--- config.mk ---
export PLATFORM = sky130hd
export DESIGN_NAME = imm_operand_stage
export DESIGN_NICKNAME = d
export VERILOG_FILES = /design/src/rtl/imm_operand_stage.sv
export SDC_FILE = /design/constraint.sdc
export NUM_CORES = 1
export LEC_CHECK = 0
export CORE_MARGIN = 2
export CORE_UTILIZATION = 53
export CTS_CLUSTER_SIZE = 28
export DETAILED_ROUTE_END_ITERATION = 10
export PLACE_DENSITY = 0.86
export SLEW_MARGIN = 10
export SYNTH_ARGS = -nofsm -noshare
export SYNTH_HDL_FRONTEND = slang
export SYNTH_SLANG_ARGS = --single-unit
--- constraint.sdc ---
create_clock -name clk -period 3 [get_ports clk]
set_clock_uncertainty 0.2 [all_clocks]
set_input_delay 0.6 -clock clk [delete_from_list [all_inputs] [get_ports clk]]
set_output_delay 0.6 -clock clk [all_outputs]
set_load 0.05 [all_outputs]
--- src/rtl/imm_operand_stage.sv ---
// Decode-to-execute stage: selects operand B and computes the destination register and branch
// offset, then registers the result behind a valid/ready handshake with a 2-entry skid buffer.
module imm_operand_stage #(
    parameter int unsigned W       = 32,
    parameter logic [W-1:0] RST_VAL = '0
) (
    input  logic         clk,
    input  logic         rst_n,
    input  logic         flush,
    input  logic         in_valid,
    output logic         in_ready,
    input  logic [31:0]  instr,
    input  logic [W-1:0] rs_data,
    input  logic [W-1:0] rt_data,
    output logic         out_valid,
    input  logic         out_ready,
    output logic [W-1:0] out_opa,
    output logic [W-1:0] out_opb,
    output logic [W-1:0] out_boff,
    output logic [4:0]   out_rd,
    output logic         out_we,
    output logic         out_illegal
);

    typedef struct packed {
        logic [W-1:0] opa;
        logic [W-1:0] opb;
        logic [W-1:0] boff;
        logic [4:0]   rd;
        logic         we;
        logic         illegal;
    } entry_t;

    localparam entry_t RST_ENTRY = '{
        opa:     RST_VAL,
        opb:     RST_VAL,
        boff:    RST_VAL,
        rd:      RST_VAL[4:0],
        we:      1'b0,
        illegal: 1'b0
    };

    logic [5:0]  op;
    logic [15:0] imm;
    entry_t      dec;

    assign op  = instr[31:26];
    assign imm = instr[15:0];

    always_comb begin
        dec.opa     = rs_data;
        dec.opb     = '0;
        dec.boff    = {{(W-18){imm[15]}}, imm, 2'b00};
        dec.rd      = 5'd0;
        dec.we      = 1'b0;
        dec.illegal = 1'b0;
        case (op)
            6'h00: begin
                dec.opb = rt_data;
                dec.rd  = instr[15:11];
                dec.we  = 1'b1;
            end
            6'h08, 6'h09, 6'h0A, 6'h0B, 6'h23: begin
                dec.opb = {{(W-16){imm[15]}}, imm};
                dec.rd  = instr[20:16];
                dec.we  = 1'b1;
            end
            6'h0C, 6'h0D, 6'h0E: begin
                dec.opb = {{(W-16){1'b0}}, imm};
                dec.rd  = instr[20:16];
                dec.we  = 1'b1;
            end
            6'h0F: begin
                dec.opb = {imm, {(W-16){1'b0}}};
                dec.rd  = instr[20:16];
                dec.we  = 1'b1;
            end
            6'h2B: dec.opb = {{(W-16){imm[15]}}, imm};
            6'h04, 6'h05: dec.opb = rt_data;
            default: dec.illegal = 1'b1;
        endcase
    end

    entry_t out_q, out_d, skid_q, skid_d;
    logic   out_valid_q, out_valid_d, skid_valid_q, skid_valid_d;
    logic   acc, pop;

    assign in_ready = !skid_valid_q;
    assign acc      = in_valid && in_ready;
    assign pop      = out_valid_q && out_ready;

    always_comb begin
        out_d        = out_q;
        skid_d       = skid_q;
        out_valid_d  = out_valid_q;
        skid_valid_d = skid_valid_q;
        if (flush) begin
            // Held data is left in place; only the valids matter after a kill.
            out_valid_d  = 1'b0;
            skid_valid_d = 1'b0;
        end else if (skid_valid_q) begin
            if (pop) begin
                out_d        = skid_q;
                skid_valid_d = 1'b0;
            end
        end else if (!out_valid_q || pop) begin
            out_valid_d = acc;
            if (acc) begin
                out_d = dec;
            end
        end else if (acc) begin
            skid_d       = dec;
            skid_valid_d = 1'b1;
        end
    end

    always_ff @(posedge clk or negedge rst_n) begin
        if (!rst_n) begin
            out_q        <= RST_ENTRY;
            skid_q       <= RST_ENTRY;
            out_valid_q  <= 1'b0;
            skid_valid_q <= 1'b0;
        end else begin
            out_q        <= out_d;
            skid_q       <= skid_d;
            out_valid_q  <= out_valid_d;
            skid_valid_q <= skid_valid_d;
        end
    end

    assign out_valid   = out_valid_q;
    assign out_opa     = out_q.opa;
    assign out_opb     = out_q.opb;
    assign out_boff    = out_q.boff;
    assign out_rd      = out_q.rd;
    assign out_we      = out_q.we;
    assign out_illegal = out_q.illegal;

endmodule

==> results of run 1 <==
## flip-flops by register name, indices dropped and copies added, names as in the netlist
name / cells
out_opa: 32
out_valid: 1
skid_q: 87
out_we: 1
out_rd: 5
skid_valid_q: 1
out_opb: 32
out_boff: 16
out_illegal: 1
## metrics by stage
stage	setup slack (ps)	power, uW	instances
global placement	283	5380	1148
floorplan	841	4590	813
finish	248	7730	1181
global route	159	8090	1181
detailed placement	252	5450	1148
CTS	200	7780	1181
## logic make-up (layout without fill, tap and decap cells)
| family | Yosys count | count (layout) |
|---|---|---|
| AOI/OAI and AO/OA | 193 | 193 |
| buffers and inverters | 77 | 261 |
| DFF | 176 | 176 |
| muxes | 50 | 50 |
| other | 1 | 2 |
| and+or+nand+nor | 315 | 315 |
## path summary, 6_finish.rpt
| check | startpoint | endpoint | depth (start not counted) |
|---|---|---|---|
| max reg2reg | skid_valid_q | out_opa[10] | 5 |
| max | out_boff[30] | out_boff[19] | 1 |
| max in group asynchronous | rst_n | out_opb[22] | 3 |
| min reg2reg | skid_q[23] | skid_q[23] | 2 |
| min in group asynchronous | rst_n | out_opb[12] | 2 |
| min | skid_q[23] | skid_q[23] | 2 |
## final cells by class
type	instances	area, um2
clock inverters	14	179
well taps	184	230
fillers	1039	3890
inverters	3	11.3
clock buffers	18	439
flip-flops and latches	176	4410
repair buffers	226	2290
multi-input cells	560	2970
## layer usage
| layer | GRT usage | part of all wire |
|---|---|---|
| met1 | 0.366 | 0.40 |
| met4 | 0.125 | 0.039 |
| met2 | 0.448 | 0.48 |
| met3 | 0.0727 | 0.077 |
| met5 | 0 | 0 |
## where the power goes
group          internal (uW)  switching, uW
registers               2840            267
logic                    808           1500
clock network           1350            974
total                   5000           2740
## cell usage in the layout, fill, tap and decap left out, types with 5 or more instances in the layout
cell	synthesis	layout
a221oi_1	5	5
buf_4	18	20
clkbuf_16	0	17
buf_12	0	8
nor2_1	25	25
o21ai_1	66	66
a22oi_1	49	49
clkdlybuf4s50_1	0	196
a21oi_1	22	22
o21ai_0	23	23
nand2_1	252	252
dfrtp_1	176	175
o211ai_1	20	20
nand3_1	22	22
mux2i_1	50	50
==> results.py, run 1 <==
metrics = {
    "timing": {
        "rsz0062_at_grt": "false",
        "slew-limit-headroom": 0.349,
        "worstMarginPinSlew_ps": 976,
        "post-route-period-util": 0.917,
        "hold-worst-slack_ps": 273,
        "finalSetupViolCount": 0,
        "hold_viol": 0,
        "max_freq_ghz": 0.363,
        "finalCriticalPeriod_ps": 2750,
        "finalMaxSlewViolations": 0,
        "tns_ps": 0,
    },
    "worst_setup_path": {
        "path_delay_family": "buffers and inverters",
        "critPathRequiredTime_ps": 2200,
        "path_buf_inv": 1,
        "cp-start-kind": "flop",
        "crit_arrival_ps": 1950,
        "reg2reg_slack_ps": 700,
        "end_kind": "primary output",
        "critical_path.cell_chain": "clkdlybuf4s50_1",
        "crit_type": "reg2out",
        "critPathMaxStageDelay_ps": 900,
        "cp_slowest_cell": "clkdlybuf4s50_1",
        "worstPathMaxFanout": 16,
    },
    "floorplanning": {
        "die_h_um": 125,
        "start_util": 0.540,
        "ios": 206,
        "fp.dieW_um": 125,
        "die_area_um2": 15700,
        "rows": 44,
        "core-area_um2": 14400,
    },
    "synth": {
        "muxShareOfSynthArea": 0.0642,
        "ys_seq_area_frac": 0.565,
        "synth.most_common_cell": "nand2_1",
        "synth_area_um2": 7790,
        "yosysWarnings": 0,
        "synth_ff_type": "dfrtp_1",
        "synthCells": 812,
        "synthDistinctLibCells": 29,
        "yosys.area_share.simple": 0.162,
        "synth_common_cells": "nand2_1 (252), dfrtp_1 (176), o21ai_1 (66), mux2i_1 (50), a22oi_1 (49)",
        "synth_top_area_cell": "dfrtp_1",
        "async_flop_share": 1.00,
        "netlist.area_leader.share": 0.565,
        "synth_top_family_by_area": "simple AND/OR/NAND/NOR gates",
        "synth_xor_area_frac": 0,
        "synth_compound_area_frac": 0.152,
        "synth_edf_count": 0,
        "ys_top_cells_by_area": "dfrtp_1 (57%), nand2_1 (12%), mux2i_1 (6.4%)",
        "synth_seq_cells": 176,
        "synthAdderAreaFrac": 0,
        "syn_area_per_cell_um2": 9.59,
    },
    "clock_tree": {
        "numCtsBuffers": 17,
        "clkTransAtPathRegs_ps": 70,
        "cts.htree.levels": 4,
        "hold_buffers": 1,
        "clk_latency_ps": 430,
        "ctsRootBufferMaster": "clkbuf_16",
        "cts_tree": "built",
        "clockBufferDepth": 2,
        "cts_setup_buffers": 0,
        "cts_sinks": 176,
        "post_cts_resized": 0,
    },
    "global_route": {
        "grt_max_degree": 73,
        "grt_overflow": 0,
        "gr-usage-all-layers": 0.281,
        "antenna_found_initial": 0,
        "grt_pass1_vias": 6637,
        "grt_first_pass_wirelength_um": 34900,
    },
    "routing": {
        "drc": 0,
        "ant_nets": 0,
        "first_pass_iters": 7,
        "wire_per_inst_um": 18.2,
        "wl_um": 21500,
        "num_vias": 6724,
        "drtIter0Drc": 554,
        "viasPerCell": 5.69,
    },
    "final_layout": {
        "drive_gt1_frac": 0.0732,
        "fin_nets": 1085,
        "syn_to_final_growth_pct": 35.2,
        "diodes": 0,
        "finish.instance_area_um2": 10500,
        "final_util": 0.730,
    },
    "power": {
        "powerDensity_nw_per_um2": 734,
        "p_leak_uw": 0.00457,
        "peakVddDrop_mv": 0.542,
    },
    "flow_run": {
        "cap_violations": 0,
    },
    "hold_path": {
        "hp-class": "reg2reg",
    },
    "run_status": {
        "status": "completed",
    },
    "place": {
        "portBuffers": 198,
        "place_area_um2": 9910,
        "gp_congestion": 0.948,
        "detailed_place_hpwl_um": 14400,
    },
}
Note: power is estimated with default switching activity, not from simulation.
==> run 2, diff against run 1 <==
Settings changed: HOLD_SLACK_MARGIN from default to 0.02.
==> results of run 2 <==
Final layout, timing and power as in run 1 (identical DEF).
==> RTL edit: new RTL, config.mk and constraints of run 2 <==
Change the parameter `W` from 32 to 28.
--- a/src/rtl/imm_operand_stage.sv
+++ b/src/rtl/imm_operand_stage.sv
@@ -1,7 +1,7 @@
 // Decode-to-execute stage: selects operand B and computes the destination register and branch
 // offset, then registers the result behind a valid/ready handshake with a 2-entry skid buffer.
 module imm_operand_stage #(
-    parameter int unsigned W       = 32,
+    parameter int unsigned W       = 28,
     parameter logic [W-1:0] RST_VAL = '0
 ) (
     input  logic         clk,
Ports: changed (5 resized); port bits go from 206 to 186. No check against the original RTL was run, so the function may have changed too.
==> RTL edit against run 2 <==
Register-to-register slack gained 30 ps. Worst setup slack gained 100 ps. Hold slack gained 1.2 ps. Sequential cell count shrank 16. Wire length shrank 11%. Synthesized area shrank 4.9%. Final area shrank 6.8%. Power shrank 8.1%. Critical path depth is the same. Count of clock-buffer cells in the layout grew 5. Largest cell class unchanged. Highest routed layer unchanged.
==> RTL edit: results <==
power_and_ir_drop:
  irDropWorstVdd_mv: 0.3839
  leakagePower_uw: 0.004008
global_routing:
  grt_start_max_net_pins: 69
  use_met2_pct: 41.84
  grt_util_met1_pct: 34.49
  grt_usage_pct: 26.45
  grt_pass1_wl_um: 30290
  met3_usage_pct: 5.576
yosys:
  synth_cell_types: 53
  synthTopCellsByArea: "dfrtp_1 54%, mux2_2 7.0%, mux2i_1 6.2%, nand2_1 3.9%, o21ai_0 3.2%"
  ys_warn_count: 0
  synth_seq_area_share_pct: 54.04
  netlist_top_cells_count: "160 x dfrtp_1, 76 x nand2_1, 47 x o21ai_0"
clock_network:
  post-cts-setup-buffers: 0
outcome:
  outcome: "finished, final reports clean"
detailed_routing:
  routed_via_density: 5.881
  wl_per_cell_um: 19.23
  firstDrtPassIters: 5
  dr.first_iter.drc_count: 405
final_layout:
  largest_register_ffs: 79
  fin_nets: 894
  n_fill_cell: 967
  drive_gt1_share_pct: 16.36
placed_design:
  place.gp.congestion: 0.8714
sta:
  slew_headroom_pct: 31.17
[RTL edit: per-layer routing]
layer | vias to the layer above | part of all wire [%]
met4 | 0 | 3.7
li1 | 2638 | -
met5 | - | 0
met1 | 2899 | 41
met2 | 250 | 49
met3 | 53 | 6.2
[RTL edit: final cells by class]
cell class	count	area share, %
tap	180	2.294
clock inverter	8	0.8155
multi-input combinational	422	30.70
inverter	5	0.1911
sequential	160	40.81
timing repair buffer	195	20.22
clock buffer	23	4.969
[RTL edit: path summary, 6_finish.rpt]
path	start	depth (start not counted)	to	slack [ps]
max in group asynchronous	rst_n	3	out_opa[18]	1260
min	out_opa[10]	2	out_opa[10]	270
max reg2reg	skid_valid_q	4	out_opa[4]	730
max	out_boff[26]	1	out_boff[24]	350
min in group asynchronous	rst_n	2	out_opb[22]	540
min reg2reg	out_opa[10]	2	out_opa[10]	270
[RTL edit: power by group through the flow]
stage	logic [uW]	registers, uW	clock network [uW]
final	2120	2930	2060
after global routing	2260	2980	2190
after CTS	2140	2920	2090
after detailed placement	2130	2960	0
after global placement	2070	2920	0
after floorplan	750	3540	0
[RTL edit: kinds of logic (layout without fill, tap and decap cells)]
family                 Yosys count  count (layout)  share of synthesized area (%)
AO/OA/AOI/OAI                  170             170                          17.31
flip-flops                     160             160                          54.04
AND/OR/NAND/NOR                158             158                          9.862
multiplexers                    92              92                          13.21
buffers and inverters           63             231                          5.539
other                            1               2                        0.05061
[RTL edit: metrics by stage]
step	worst slack (ps)	power (uW)	instances	cell area, um2
2_1_floorplan	783.2	4289	645	7413
3_3_place_gp	190.5	4988	961	9241
3_5_place_dp	93.12	5083	961	9241
4_1_cts	337.4	7154	993	9819
5_1_grt	272.6	7430	993	9819
6_report	348.1	7109	993	9819
